<file path="config.mk">
export PLATFORM = sky130hd
export DESIGN_NAME = if_fetch_stage
export DESIGN_NICKNAME = d
export VERILOG_FILES = /design/src/rtl/cpu_pkg.sv /design/src/rtl/if_id_reg.sv /design/src/rtl/if_fetch_stage.sv
export SDC_FILE = /design/constraint.sdc
export NUM_CORES = 1
export LEC_CHECK = 0
export CORE_MARGIN = 4
export CORE_UTILIZATION = 33
export CTS_CLUSTER_SIZE = 10
export DETAILED_ROUTE_END_ITERATION = 10
export PLACE_DENSITY = 0.72
export SLEW_MARGIN = 25
export SYNTH_ARGS = -nofsm -noshare
export SYNTH_HDL_FRONTEND = slang
export SYNTH_SLANG_ARGS = --single-unit
export TNS_END_PERCENT = 50
</file>
<file path="constraint.sdc">
create_clock -name clk -period 3.94 [get_ports clk]
set_input_delay 0.788 -clock clk [delete_from_list [all_inputs] [get_ports clk]]
set_output_delay 0.788 -clock clk [all_outputs]
set_load 0.01 [all_outputs]
</file>
<file path="src/rtl/cpu_pkg.sv">
// Shared constants and types for the MIPS core front end.
//   RESET_PC / INT_VECTOR / EXC_VECTOR : kernel-mode vectors (words 0/1/2)
//   NOP_INSTR                          : bubble instruction (sll $0,$0,0)
//   npc_sel_e                          : next-PC source, highest priority first
package cpu_pkg;

  localparam logic [31:0] RESET_PC   = 32'h8000_0000;
  localparam logic [31:0] INT_VECTOR = 32'h8000_0004;
  localparam logic [31:0] EXC_VECTOR = 32'h8000_0008;
  localparam logic [31:0] NOP_INSTR  = 32'h0000_0000;

  typedef enum logic [2:0] {
    SEL_EXC  = 3'd0,
    SEL_BR   = 3'd1,
    SEL_JR   = 3'd2,
    SEL_J    = 3'd3,
    SEL_HOLD = 3'd4,
    SEL_INT  = 3'd5,
    SEL_SEQ  = 3'd6
  } npc_sel_e;

endpackage

</file>
<file path="src/rtl/if_id_reg.sv">
// IF/ID pipeline register.
//   clk, rst_n   : clock, async active-low reset
//   hold         : keep current contents (load-use stall)
//   flush        : load a bubble (NOP, valid=0) but still track PC+4
//   instr_in     : fetched instruction
//   pcplus4_in   : PC+4 of the fetched instruction
//   instr/pcplus4/valid : registered outputs to decode
module if_id_reg #(
  parameter logic [31:0] NOP = 32'h0000_0000
) (
  input  logic        clk,
  input  logic        rst_n,
  input  logic        hold,
  input  logic        flush,
  input  logic [31:0] instr_in,
  input  logic [31:0] pcplus4_in,
  output logic [31:0] instr,
  output logic [31:0] pcplus4,
  output logic        valid
);

  // Flush beats hold: a redirect always squashes, even under a stall.
  always_ff @(posedge clk or negedge rst_n) begin
    if (!rst_n) begin
      instr   <= NOP;
      pcplus4 <= 32'd0;
      valid   <= 1'b0;
    end else if (flush) begin
      instr   <= NOP;
      pcplus4 <= pcplus4_in;
      valid   <= 1'b0;
    end else if (!hold) begin
      instr   <= instr_in;
      pcplus4 <= pcplus4_in;
      valid   <= 1'b1;
    end
  end

endmodule

</file>
<file path="src/rtl/if_fetch_stage.sv">
// Instruction-fetch stage: PC register, next-PC priority, interrupt and
// exception vectoring, IF/ID register.
//   clk, reset         : clock, async active-low reset
//   Instruction        : imem word for Address (same cycle)
//   Stall              : hold PC and IF/ID
//   BranchTaken/Target : EX-resolved branch
//   Jump/JumpTarget    : j/jal from ID (instr_index)
//   JrTaken/JrAddr     : jr/jalr from ID
//   IRQ                : level interrupt request
//   Exception          : undefined-instruction pulse from ID
//   Address            : PC to imem
//   IF_ID_*            : IF/ID register outputs
//   EPC, EPC_We        : return address and its one-cycle load strobe
module if_fetch_stage #(
  parameter logic [31:0] RESET_PC   = cpu_pkg::RESET_PC,
  parameter logic [31:0] INT_VECTOR = cpu_pkg::INT_VECTOR,
  parameter logic [31:0] EXC_VECTOR = cpu_pkg::EXC_VECTOR,
  parameter logic [31:0] NOP_INSTR  = cpu_pkg::NOP_INSTR
) (
  input  logic        clk,
  input  logic        reset,
  input  logic [31:0] Instruction,
  input  logic        Stall,
  input  logic        BranchTaken,
  input  logic [31:0] BranchTarget,
  input  logic        Jump,
  input  logic [25:0] JumpTarget,
  input  logic        JrTaken,
  input  logic [31:0] JrAddr,
  input  logic        IRQ,
  input  logic        Exception,
  output logic [31:0] Address,
  output logic [31:0] IF_ID_Instruction,
  output logic [31:0] IF_ID_PCPlus4,
  output logic        IF_ID_Valid,
  output logic [31:0] EPC,
  output logic        EPC_We
);
  import cpu_pkg::*;

  logic [31:0] pc, pc_plus4, jump_addr, pc_next;
  logic        irq_pending, irq_eff;
  logic        flush, hold;
  npc_sel_e    sel;

  assign Address   = pc;
  assign pc_plus4  = pc + 32'd4;
  assign jump_addr = {IF_ID_PCPlus4[31:28], JumpTarget, 2'b00};

  // A request seen this cycle is already eligible, so a one-cycle IRQ
  // pulse in user mode is taken immediately.
  assign irq_eff = irq_pending | IRQ;

  // Redirects keep the current privilege bit; only the vectors and a
  // kernel-mode jr may set PC[31].
  always_comb begin
    sel = SEL_SEQ;
    if (Exception)                  sel = SEL_EXC;
    else if (BranchTaken)           sel = SEL_BR;
    else if (JrTaken)               sel = SEL_JR;
    else if (Jump)                  sel = SEL_J;
    else if (Stall)                 sel = SEL_HOLD;
    else if (irq_eff && !pc[31])    sel = SEL_INT;
  end

  always_comb begin
    pc_next = pc_plus4;
    case (sel)
      SEL_EXC:  pc_next = EXC_VECTOR;
      SEL_BR:   pc_next = {pc[31], BranchTarget[30:0]};
      SEL_JR:   pc_next = pc[31] ? JrAddr : {1'b0, JrAddr[30:0]};
      SEL_J:    pc_next = {pc[31], jump_addr[30:0]};
      SEL_HOLD: pc_next = pc;
      SEL_INT:  pc_next = INT_VECTOR;
      default:  pc_next = pc_plus4;
    endcase
  end

  assign hold  = (sel == SEL_HOLD);
  assign flush = (sel == SEL_EXC) || (sel == SEL_BR) || (sel == SEL_JR) ||
                 (sel == SEL_J)   || (sel == SEL_INT);

  always_ff @(posedge clk or negedge reset) begin
    if (!reset) begin
      pc          <= RESET_PC;
      irq_pending <= 1'b0;
      EPC         <= 32'd0;
      EPC_We      <= 1'b0;
    end else begin
      pc          <= pc_next;
      irq_pending <= (sel == SEL_INT) ? 1'b0 : irq_eff;
      EPC_We      <= (sel == SEL_EXC) || (sel == SEL_INT);
      if (sel == SEL_EXC)
        EPC <= IF_ID_PCPlus4 - 32'd4;   // faulting instruction sits in ID
      else if (sel == SEL_INT)
        EPC <= pc;                      // squashed IF instruction restarts
    end
  end

  if_id_reg #(.NOP(NOP_INSTR)) u_if_id (
    .clk        (clk),
    .rst_n      (reset),
    .hold       (hold),
    .flush      (flush),
    .instr_in   (Instruction),
    .pcplus4_in (pc_plus4),
    .instr      (IF_ID_Instruction),
    .pcplus4    (IF_ID_PCPlus4),
    .valid      (IF_ID_Valid)
  );

  // Bit 31 of the branch target and jump address is replaced by the
  // current privilege bit.
  logic unused_bits;
  assign unused_bits = BranchTarget[31] ^ jump_addr[31];

endmodule

</file>
## Yosys cells after proc, flatten, opt, wreduce, memory -nomap -nowiden

Cells that the tools add are included.

| word-level totals | value |
|---|---|
| flip-flop bits (word level) | 131 |
| output and inout bits | 130 |
| word-level logic and storage cells | 47 |

| cells by class | value |
|---|---|
| add/sub/neg operators | 2 |
| bitwise logic cells | 4 |
| reduce and logical (&&, ||, !) cells | 10 |
| equal/unequal tests | 6 |
| muxes and demuxes | 17 |

Operators with widths:

| kind | number |
|---|---|
| $mux 32 | 7 |
| $pmux 32 s6 | 1 |
| $add 32x3->32 const B | 1 |
| $sub 32x3->32 const B | 1 |
| $mux 3 | 4 |
| $eq 3x2->1 const B | 2 |
| $eq 3x3->1 const B | 2 |
| $logic_or 1x1->1 | 5 |
| $mux 2 | 2 |
| $eq 3x1->1 const B | 1 |
| $logic_not 3->1 | 1 |
| $mux 1 | 3 |
| $not 1->1 | 3 |
| $reduce_and 3->1 | 1 |
| $ne 2x2->1 const B | 1 |
| $reduce_bool 2->1 | 1 |
| $logic_and 1x1->1 | 1 |
| $logic_not 1->1 | 1 |
| $or 1x1->1 | 1 |

## Longest topological paths before layout

Gate-level depths: netlist (run 1).

| logic depth | value |
|---|---|
| word-level depth | 14 |
| gate-level depth with buffers | 8 |
| mapped depth without buffers | 7 |

## By module

From an unflattened synthesis (run 1), not the netlist that was laid out.

| second synthesis, totals | value |
|---|---|
| cells, all modules | 741 |
| area, all modules | 7564.8 um^2 |

Modules (own cells, without submodules):

| module | cells each | sequential area each (um^2) | area each (um^2) | instances |
|---|---|---|---|---|
| if_fetch_stage | 565 | 1652.8 | 4907.2 | 1 |
| if_id_reg | 176 | 1626.6 | 2657.5 | 1 |

## Least setup slack after synthesis (run 1)

No wires, ideal clock.

| timing path | value |
|---|---|
| kind | input to register |
| from | input JrTaken |
| to | register EPC[23] |
| arrival time | 2.651 ns |
| stages on the path | 7 |
| slack | 1.148 ns |
| setup time | 0.141 ns |
| buffers on the path | 3 |
| required time | 3.799 ns |
| cell sequence | clkbuf_1 > nor4_1 > nand2_1 > clkbuf_1 > buf_1 > a211oi_1 > a31oi_1 |

| between the ends | value |
|---|---|
| cells in the longest elaborated chain, start to end | 5 |
| elaborated cells on any way between the ends | 7 |

RTL lines:

| element | RTL line | source |
|---|---|---|
| from (decl) | if_fetch_stage.sv:28 | `input logic JrTaken,` |
| $mux 3 (*) | if_fetch_stage.sv:60 | `else if (JrTaken) sel = SEL_JR;` |
| $mux 3 (*) | if_fetch_stage.sv:59 | `else if (BranchTaken) sel = SEL_BR;` |
| $mux 3 (*) | if_fetch_stage.sv:58 | `if (Exception) sel = SEL_EXC;` |
| $eq 3x3->1 / $logic_not 3->1 (equally long branches) | if_fetch_stage.sv:95, if_fetch_stage.sv:93 |  |
| $reduce_bool 2->1 (no source line) / $mux 32 (equally long branches) | n/a |  |
| to (signal assigned) | if_fetch_stage.sv:94 | `EPC <= IF_ID_PCPlus4 - 32'd4;` |
| to (signal assigned) | if_fetch_stage.sv:96 | `EPC <= pc;` |
| to (decl) | if_fetch_stage.sv:36 | `output logic [31:0] EPC,` |

Mark *: on every way between the ends. The rest lies on a longest branch, timed or not.
A chain may end at the register's enable or synchronous reset.

## Worst setup path in the final report (run 1)

| timing path | value |
|---|---|
| from | register u_if_id.pcplus4[2] |
| to | register EPC[22] |

| between the ends | value |
|---|---|
| cells in the longest elaborated chain, start to end | 2 |

RTL lines:

| element | RTL line | source |
|---|---|---|
| from (decl) | if_id_reg.sv:18 | `output logic [31:0] pcplus4,` |
| from (signal assigned) | if_id_reg.sv:30 | `pcplus4 <= pcplus4_in;` |
| from (signal assigned) | if_id_reg.sv:34 | `pcplus4 <= pcplus4_in;` |
| $sub 32x3->32 | if_fetch_stage.sv:94 |  |
| $mux 32 | if_fetch_stage.sv:93 | `if (sel == SEL_EXC)` |

Every way passes these cells.

==> results.txt, run 1 <==
- The run finished with clean final reports.
- Reg-to-Reg End: EPC[22]
* Syn-to-layout area delta: 51.3%
- GRT overflow: 0
- Across the routed clock network, the largest skew measured is 0.0122 ns.
- CTS Root Cell: clkbuf_16
- Clock latency on the worst-skew pair, taken at its later pin, is 0.42 ns.
- Critical-path top delay cell: or4b_1
- Wire per inst: 20.7 um
* Clock Sink Count: 131
* Avg Inst Size Synth: 9.42 um^2
- Rows: 53
* Drt drc: 0
- Once the floorplan was initialized, standard cells occupied 33.6% of the core.
- Dominant cell type by count on the critical path: or4b_1
- Dividing total power by cell area gives a power density of 394 nW/um^2.
- STA classifies the critical path endpoint as a register.
- Maximum cell stage delay along the critical path: 0.71 ns
* Count of antenna-violating nets left after detailed routing: 0
- Hold-fix buffer count after cts: 0
* Count of yosys warnings during synthesis: 0
- In this run, the number of DRC markers left after iteration 0 of detailed routing was 433.
- Die footprint: 23900 um^2
* Fraction of registers with async set/reset: 100%
- Maximum resistive drop on vdd: 0.273 mV
- Arrival time of the worst setup path: 3.14 ns
* Core Region: 21100 um^2
* Number of buffers on the longest clock path: 2
- Wire length of the first global-routing pass: 40300 um
- Max-capacitance violation count: 0
- Sequential share of the synthesized area: 46.3%
- After clock tree synthesis, the repair step resized 0 gates.
* CP Launch Point: u_if_id.pcplus4[2]
- Antenna violations before repair: 3
- After layout, the minimum clock period comes to 2.85 ns.
- Most instantiated flip-flop cell in the synthesis netlist: dfrtp_1
* Upper clock frequency limit: 0.350 GHz
- In the routed layout, each cell is associated on average with a via count of 5.48.
* Number of buffer cells added on primary ports: 258
* Number of global-route vias before repair: 6853
- In this run the cell area of the synthesized design comes to 7090 um^2.
* CTS tree: done
- Ratio of cells with drive above 1 in the final layout: 9.42%
- Total of endpoints with negative setup slack in the final report: 0
- Setup Buffers After CTS: 0
- Width of the die: 155 um
* Hold Path Class: in2async
* Leakage: 4.39 nW
- The worst setup path is of the reg2reg kind.
- Setup repair after global routing left no endpoint under its margin.
* Fin crit share: 72.4%
- Data on the critical path is required at its endpoint by 4.22 ns.
- At the end of routability-driven placement, the weighted congestion stood at 0.830.
* Critical R2R Launch: u_if_id.pcplus4[2]
* EDFF count, synth: 0
* Gr usage total: 21.7%
* Nature of the critical path startpoint: register
* Most frequent cell after synthesis: dfrtp_1
- The completed layout was analyzed and its total power is 4.22 mW.
* Fill count: 1961
- Max-slew violations: 0
* Clock-pin slew on the worst setup and hold paths: 0.07 ns
- After routing, the total negative slack on setup checks comes to 0 ns.
- Most numerous cell types in the synthesized netlist: 130 x dfrtp_1, 88 x nand2_1, 78 x o21ai_0, 53 x a22o_1, 51 x clkbuf_1
* Depth of the CTS H-tree: 4
- In this run the worst path has a maximum fanout of 6.
- Number of clock buffers inserted by TritonCTS: 17
* Post-detailed-routing wire length: 26600 um
* Final HPWL from detailed placement: 19400 um
- Register-to-register setup slack: 1.09 ns
- In this run the tightest slew margin relative to its limit is 33.1%.
* Boundary pin count: 260
- Number of detailed-route iterations in the first pass: 7
- Post-Syn Nets: 884
* Via Count: 7045
* Final nets: 1129
- The hold violation count in the final report came to 0.
* Cell type with the largest total area after synthesis: dfrtp_1
- Cell types with the largest area share after synthesis: dfrtp_1 46%, a22o_1 6.6%, o21ai_0 5.5%
- Yosys mapped the design onto 64 distinct sky130hd cell types.
* Largest net degree at the start of global routing: 100
* Cells traversed along the worst timing path: inv_1 -> ha_1 -> or4b_1 -> or4b_1 -> nor4_1 -> xnor2_1 -> o21ai_0
- Number of synthesized register bits: 131
- Measured along the y axis, the die boundary spans 155 um.
- The cell count after synthesis came out at 752.
* Transition at the pin with the smallest max-transition slack: 0.995 ns
- Top-area cell type share of the netlist area: 45.9%
* Number of cells traversed by the worst register-to-register path: 7
-- cell families after synthesis --
kind of cell	synth area share, %
adders and majority gates	0.353
buffers and inverters	3.99
xor gates and xnor gates	6.18
muxes	4.10
AOI/OAI and AO/OA	22.3
DFF	46.3
and+or+nand+nor	16.8
-- per-layer routing --
| metal | vias up | global-route usage (%) | routed length (um) |
|---|---|---|---|
| met4 | 4 | 6.39 | 425 |
| met5 | - | 0 | 34 |
| met2 | 289 | 35.3 | 12700 |
| met1 | 3446 | 27.6 | 11100 |
| met3 | 43 | 7.33 | 2270 |
| li1 | 3263 | - | - |
-- worst max-delay path by stage --
stage,cells past startpoint,slack [ns],endpoint
after floorplan,7,1.15,EPC[23]
after global placement,7,0.70,Address[21]
after detailed placement,7,0.72,Address[21]
after CTS,7,1.09,EPC[22]
after global routing,6,0.94,Address[28]
final,7,1.09,EPC[22]
-- per-stage QoR --
step                utilization [%]  setup WS, ns  hold slack [ns]  area [um^2]  instances
floorplan                         -          1.15            0.491         7090        752
global placement               47.6         0.695            0.464        10000       1253
detailed placement             47.6         0.717            0.485        10000       1253
CTS                            50.8          1.09            0.501        10700       1284
global route                   50.8         0.938            0.512        10700       1285
finish                         50.8          1.09            0.443        10700       1285
-- flip-flops by register name, summed over array words and instances (netlist names) --
register         flops
u_if_id.instr       32
EPC                 32
u_if_id.pcplus4     32
irq_pending          1
EPC_We               1
u_if_id.valid        1
Address             32
-- cell usage in the layout, fill, tap and decap left out, drive strengths merged, types with 7 or more instances in the layout --
cell type,count
xnor2,23
nor4,10
mux2,16
o311ai,10
nand3,29
o21ai,78
nor2,34
nor3,16
nand4,10
dfrtp,130
inv,14
mux2i,11
and3,9
buf,30
a22o,53
clkdlybuf4s50,256
xor2,27
a221oi,7
nand2,88
or3,8
a31oi,9
clkbuf,20
a21oi,38
-- layout make-up --
type                       count  area, um^2  share of cell area (%)
clock buffer                  19         453                    4.23
multi-input combinational    548        3540                    33.1
clock inverter                12         226                    2.11
sequential                   131        3280                    30.6
timing repair buffer         287        2820                    26.3
tap                          275         344                    3.21
antenna                        1        2.50                  0.0233
inverter                      12        45.0                   0.420
-- power breakdown --
group	total (mW)	internal, mW	switching (mW)
Sequential	1.60	1.45	0.145
Clock	1.85	1.22	0.625
Combinational	0.776	0.442	0.334
Total	4.22	3.11	1.10
-- worst max-delay path: cells and delay by family (launching register included) --
family | cells | cell delay (ns)
xor gates and xnor gates | 1 | 0.16
buffers and inverters | 1 | 0.09
AOI/OAI and AO/OA | 1 | 0.08
DFF | 1 | 0.45
adders and majority gates | 1 | 0.26
and+or+nand+nor | 3 | 1.68
Note: power is estimated with default switching activity, not from simulation.
==> run 2: changes to the inputs <==
Settings changed: PLACE_DENSITY 0.72 to 0.75.
Clock period 3.94 ns to 2.43 ns, I/O delays scaled along.
==> run 2 against run 1 <==
Compared with the run above:
- register-to-register slack worse by 1.1 ns
- utilization increased by 3.2 points
- cell count up 6.0%
- fmax up 17%
- routed wire length up 3.0%
- via count rose by 4.9%
- clock power increased by 49%
- critical path depth shrank 2
- the run now ends with setup timing left
- clock skew fell by 0.0035 ns
- sequential share of layout area fell by 1.8 points
- combinational power grew 97%
- global-route usage increased by 0.48 points
==> results.txt, run 2 (same netlist as run 1, synthesis figures left out) <==
- Max transition margin: 61.8% (was 33.1%)
- Setup repair after global routing missed its margin: yes (was no).
* Hold-fix buffer count after cts: 0 (unchanged)
* Critical R2R Launch: u_if_id.pcplus4[17] (was u_if_id.pcplus4[2])
- The number of vias after detailed routing was 7391 (was 7045).
* Number of buffers on the longest clock path: 2 (unchanged)
- The total leakage power came to 4.78 nW (was 4.39 nW).
* Count of antenna-violating nets left after detailed routing: 0 (unchanged)
- Clock share of power: 40.7% (was 43.8%)
* Nature of the critical path startpoint: register (unchanged)
- Clock latency at the later pin of the worst-skew pair: 0.42 ns (about the same)
- Post-route total power: 6.80 mW (was 4.22 mW)
- The highest ir drop seen on vdd was 0.449 mV (was 0.273 mV).
- Width of the die: 155 um (unchanged)
* Met1 Track Usage GR: 27.9% (was 27.6%)
* Number of cells traversed by the worst register-to-register path: 5 (was 7)
* Antenna violations before repair: 3 (unchanged)
- Wire per inst: 20.1 um (was 20.7 um)
- The total global routing track utilization was 22.2% (was 21.7%).
* Hold Path Class: in2async (unchanged)
- Final nets: 1206 (was 1129)
- Internal cell power: 4.94 mW (was 3.11 mW)
- The TritonCTS clock tree is done (unchanged).
* Failing checks: setup timing
- Core Region: 21100 um^2 (unchanged)
- Global Route met2 Usage: 36.9% (was 35.3%)
- The post-layout worst setup margin was -0.00436 ns (was 1.09 ns).
- Sequential power share: 36.8% (was 37.8%)
- Psw: 1.85 mW (was 1.10 mW)
- Net switching fraction of the power: 27.3% (was 26.2%)
* Clock-pin slew on the worst setup and hold paths: 0.06 ns (was 0.07 ns)
- Starting utilization of the core area: 33.6% (unchanged)
* Total Neg Setup Slack: -0.00436 ns (was 0 ns)
- Chip height: 155 um (unchanged)
- Final critical delay including setup and external delays: 2.43 ns (was 2.85 ns)
- The detailed-route DRC error count is 0 (unchanged).
- The measured slew at the worst slew-check pin is 0.573 ns (was 0.995 ns).
- Number of global-route vias before repair: 7476 (was 6853)
- Rows: 53 (unchanged)
* Setup Buffers After CTS: 0 (unchanged)
* Drt first-iter violations: 599 (was 433)
* Clock Sink Count: 131 (unchanged)
- The number of buffers inserted by port buffering is 258 (unchanged).
- The final setup violation count came to 1 (was 0).
- Die footprint: 23900 um^2 (unchanged)
- The worst clock skew was 0.00873 ns (was 0.0122 ns).
- Fin crit share: 100% (was 72.4%)
* Hold Fails Final Rpt: 0 (unchanged)
- The largest driver fanout on the critical path is 8 (was 6).
* Last weighted congestion value of the routability-driven placer: 0.869 (was 0.830)
* Power per standard cell area: 597 nW/um^2 (was 394 nW/um^2)
- Number of clock buffers inserted by TritonCTS: 17 (unchanged)
- Upper clock frequency limit: 0.411 GHz (was 0.350 GHz)
* Result of the run: finished with violations (was complete, no violations)
- The first-pass GRT wire length came to 41500 um (was 40300 um).
* Commonest cells after routing, fill and taps aside: 256 x clkdlybuf4s50_1, 129 x dfrtp_1, 97 x buf_4 (was 256 x clkdlybuf4s50_1, 130 x dfrtp_1, 88 x nand2_1)
- Syn-to-layout area delta: 60.7% (was 51.3%)
* Start-to-end type of the worst setup path: reg2reg (unchanged)
- The element type at the critical path end is a register (unchanged).
* Final HPWL from detailed placement: 20700 um (was 19400 um)
- Number of detailed-route iterations in the first pass: 5 (was 7)
* Required time of the critical path: 2.76 ns (was 4.22 ns)
- The endpoint of the most critical register-to-register path is EPC[29] (was EPC[22]).
- The count of final max-slew check failures came to 0 (unchanged).
* Ratio of cells with drive above 1 in the final layout: 16.9% (was 9.42%)
- The number of maximum-capacitance violations came to 0 (unchanged).
* Register-to-register setup slack: -0.004 ns (was 1.09 ns)
- Post-detailed-routing wire length: 27400 um (was 26600 um)
- Arrival time of the worst setup path: 2.77 ns (was 3.14 ns)
* GRT overflow: 0 (unchanged)
- Power share of the combinational group: 22.5% (was 18.4%)
* Most common cell after layout, fill and taps aside: clkdlybuf4s50_1 (unchanged)
- Average via count per standard cell: 5.43 (was 5.48)
- The worst setup slack before clock tree synthesis came to -0.146 ns (was 0.717 ns).
- Global routing met3 resource utilization: 5.60% (was 7.33%)
* Grt peak-use layer: met2 (unchanged)
- The cell at the root of the clock tree is clkbuf_16 (unchanged).
- The number of levels the H-tree was split into was 4 (unchanged).
- The maximum number of pins on one net before global-route repair was 56 (was 100).
* Boundary pin count: 260 (unchanged)
[run 2: metal layers]
layer	routed length, um	part of all wire [%]
met1	11500	42
met4	784	2.9
met5	27	0.099
met3	2050	7.5
met2	13000	48
[run 2: worst max path at each step]
| stage | start | to | slack, ns | cells after the start |
|---|---|---|---|---|
| 2_1_floorplan | u_if_id.pcplus4[2] | EPC[22] | -0.04 | 7 |
| 3_3_place_gp | u_if_id.pcplus4[3] | EPC[22] | -0.10 | 7 |
| 3_5_place_dp | u_if_id.pcplus4[3] | EPC[22] | -0.15 | 7 |
| 4_1_cts | u_if_id.pcplus4[17] | EPC[29] | -0.04 | 6 |
| 5_1_grt | u_if_id.pcplus4[17] | EPC[29] | -0.08 | 5 |
| 6_report | u_if_id.pcplus4[17] | EPC[29] | -0.004 | 5 |
[run 2: timing repair]
item                       4_1_cts  5_1_grt
pin swaps                        2        5
setup endpoints to repair        5        8
gates cloned                     0        0
gates resized for setup          6        7
[run 2: worst max-delay path, cell delays in order, from the launching register on]
cell and delay, ns:
dfrtp_2 0.40, or4_4 0.53, or4_4 0.42, or4_4 0.50
or3_4 0.35, a31oi_1 0.16
[run 2: metrics by stage]
stage	area (um^2)	cells	util, %	hold WS, ns
3_5_place_dp	10700	1331	50.8	0.474
3_3_place_gp	10700	1331	50.8	0.461
6_report	11400	1362	54.0	0.0465
5_1_grt	11400	1362	54.0	0.0746
4_1_cts	11400	1362	53.9	0.0569
2_1_floorplan	7100	752	-	0.190
[run 2: power by group through the flow]
stage	clock network, mW	logic (mW)	registers (mW)
floorplan	0	0.456	2.62
global placement	0	1.49	2.53
detailed placement	0	1.51	2.54
CTS	2.79	1.53	2.50
global route	2.87	1.64	2.53
finish	2.76	1.53	2.50
[run 2: cell type report]
type	instances	area (um^2)
diodes	1	2.50
clock inverters	13	185
multi-input cells	548	3600
inverters	12	45.0
clock buffers	18	439
flip-flops and latches	131	3280
repair buffers	364	3490
fillers	1913	9700
well taps	275	344
==> run 3: changes to the inputs <==
Settings changed: HOLD_SLACK_MARGIN set to 0.03.
==> results of run 3 <==
Same layout as run 2: the final DEF is identical, and so are final timing and power.
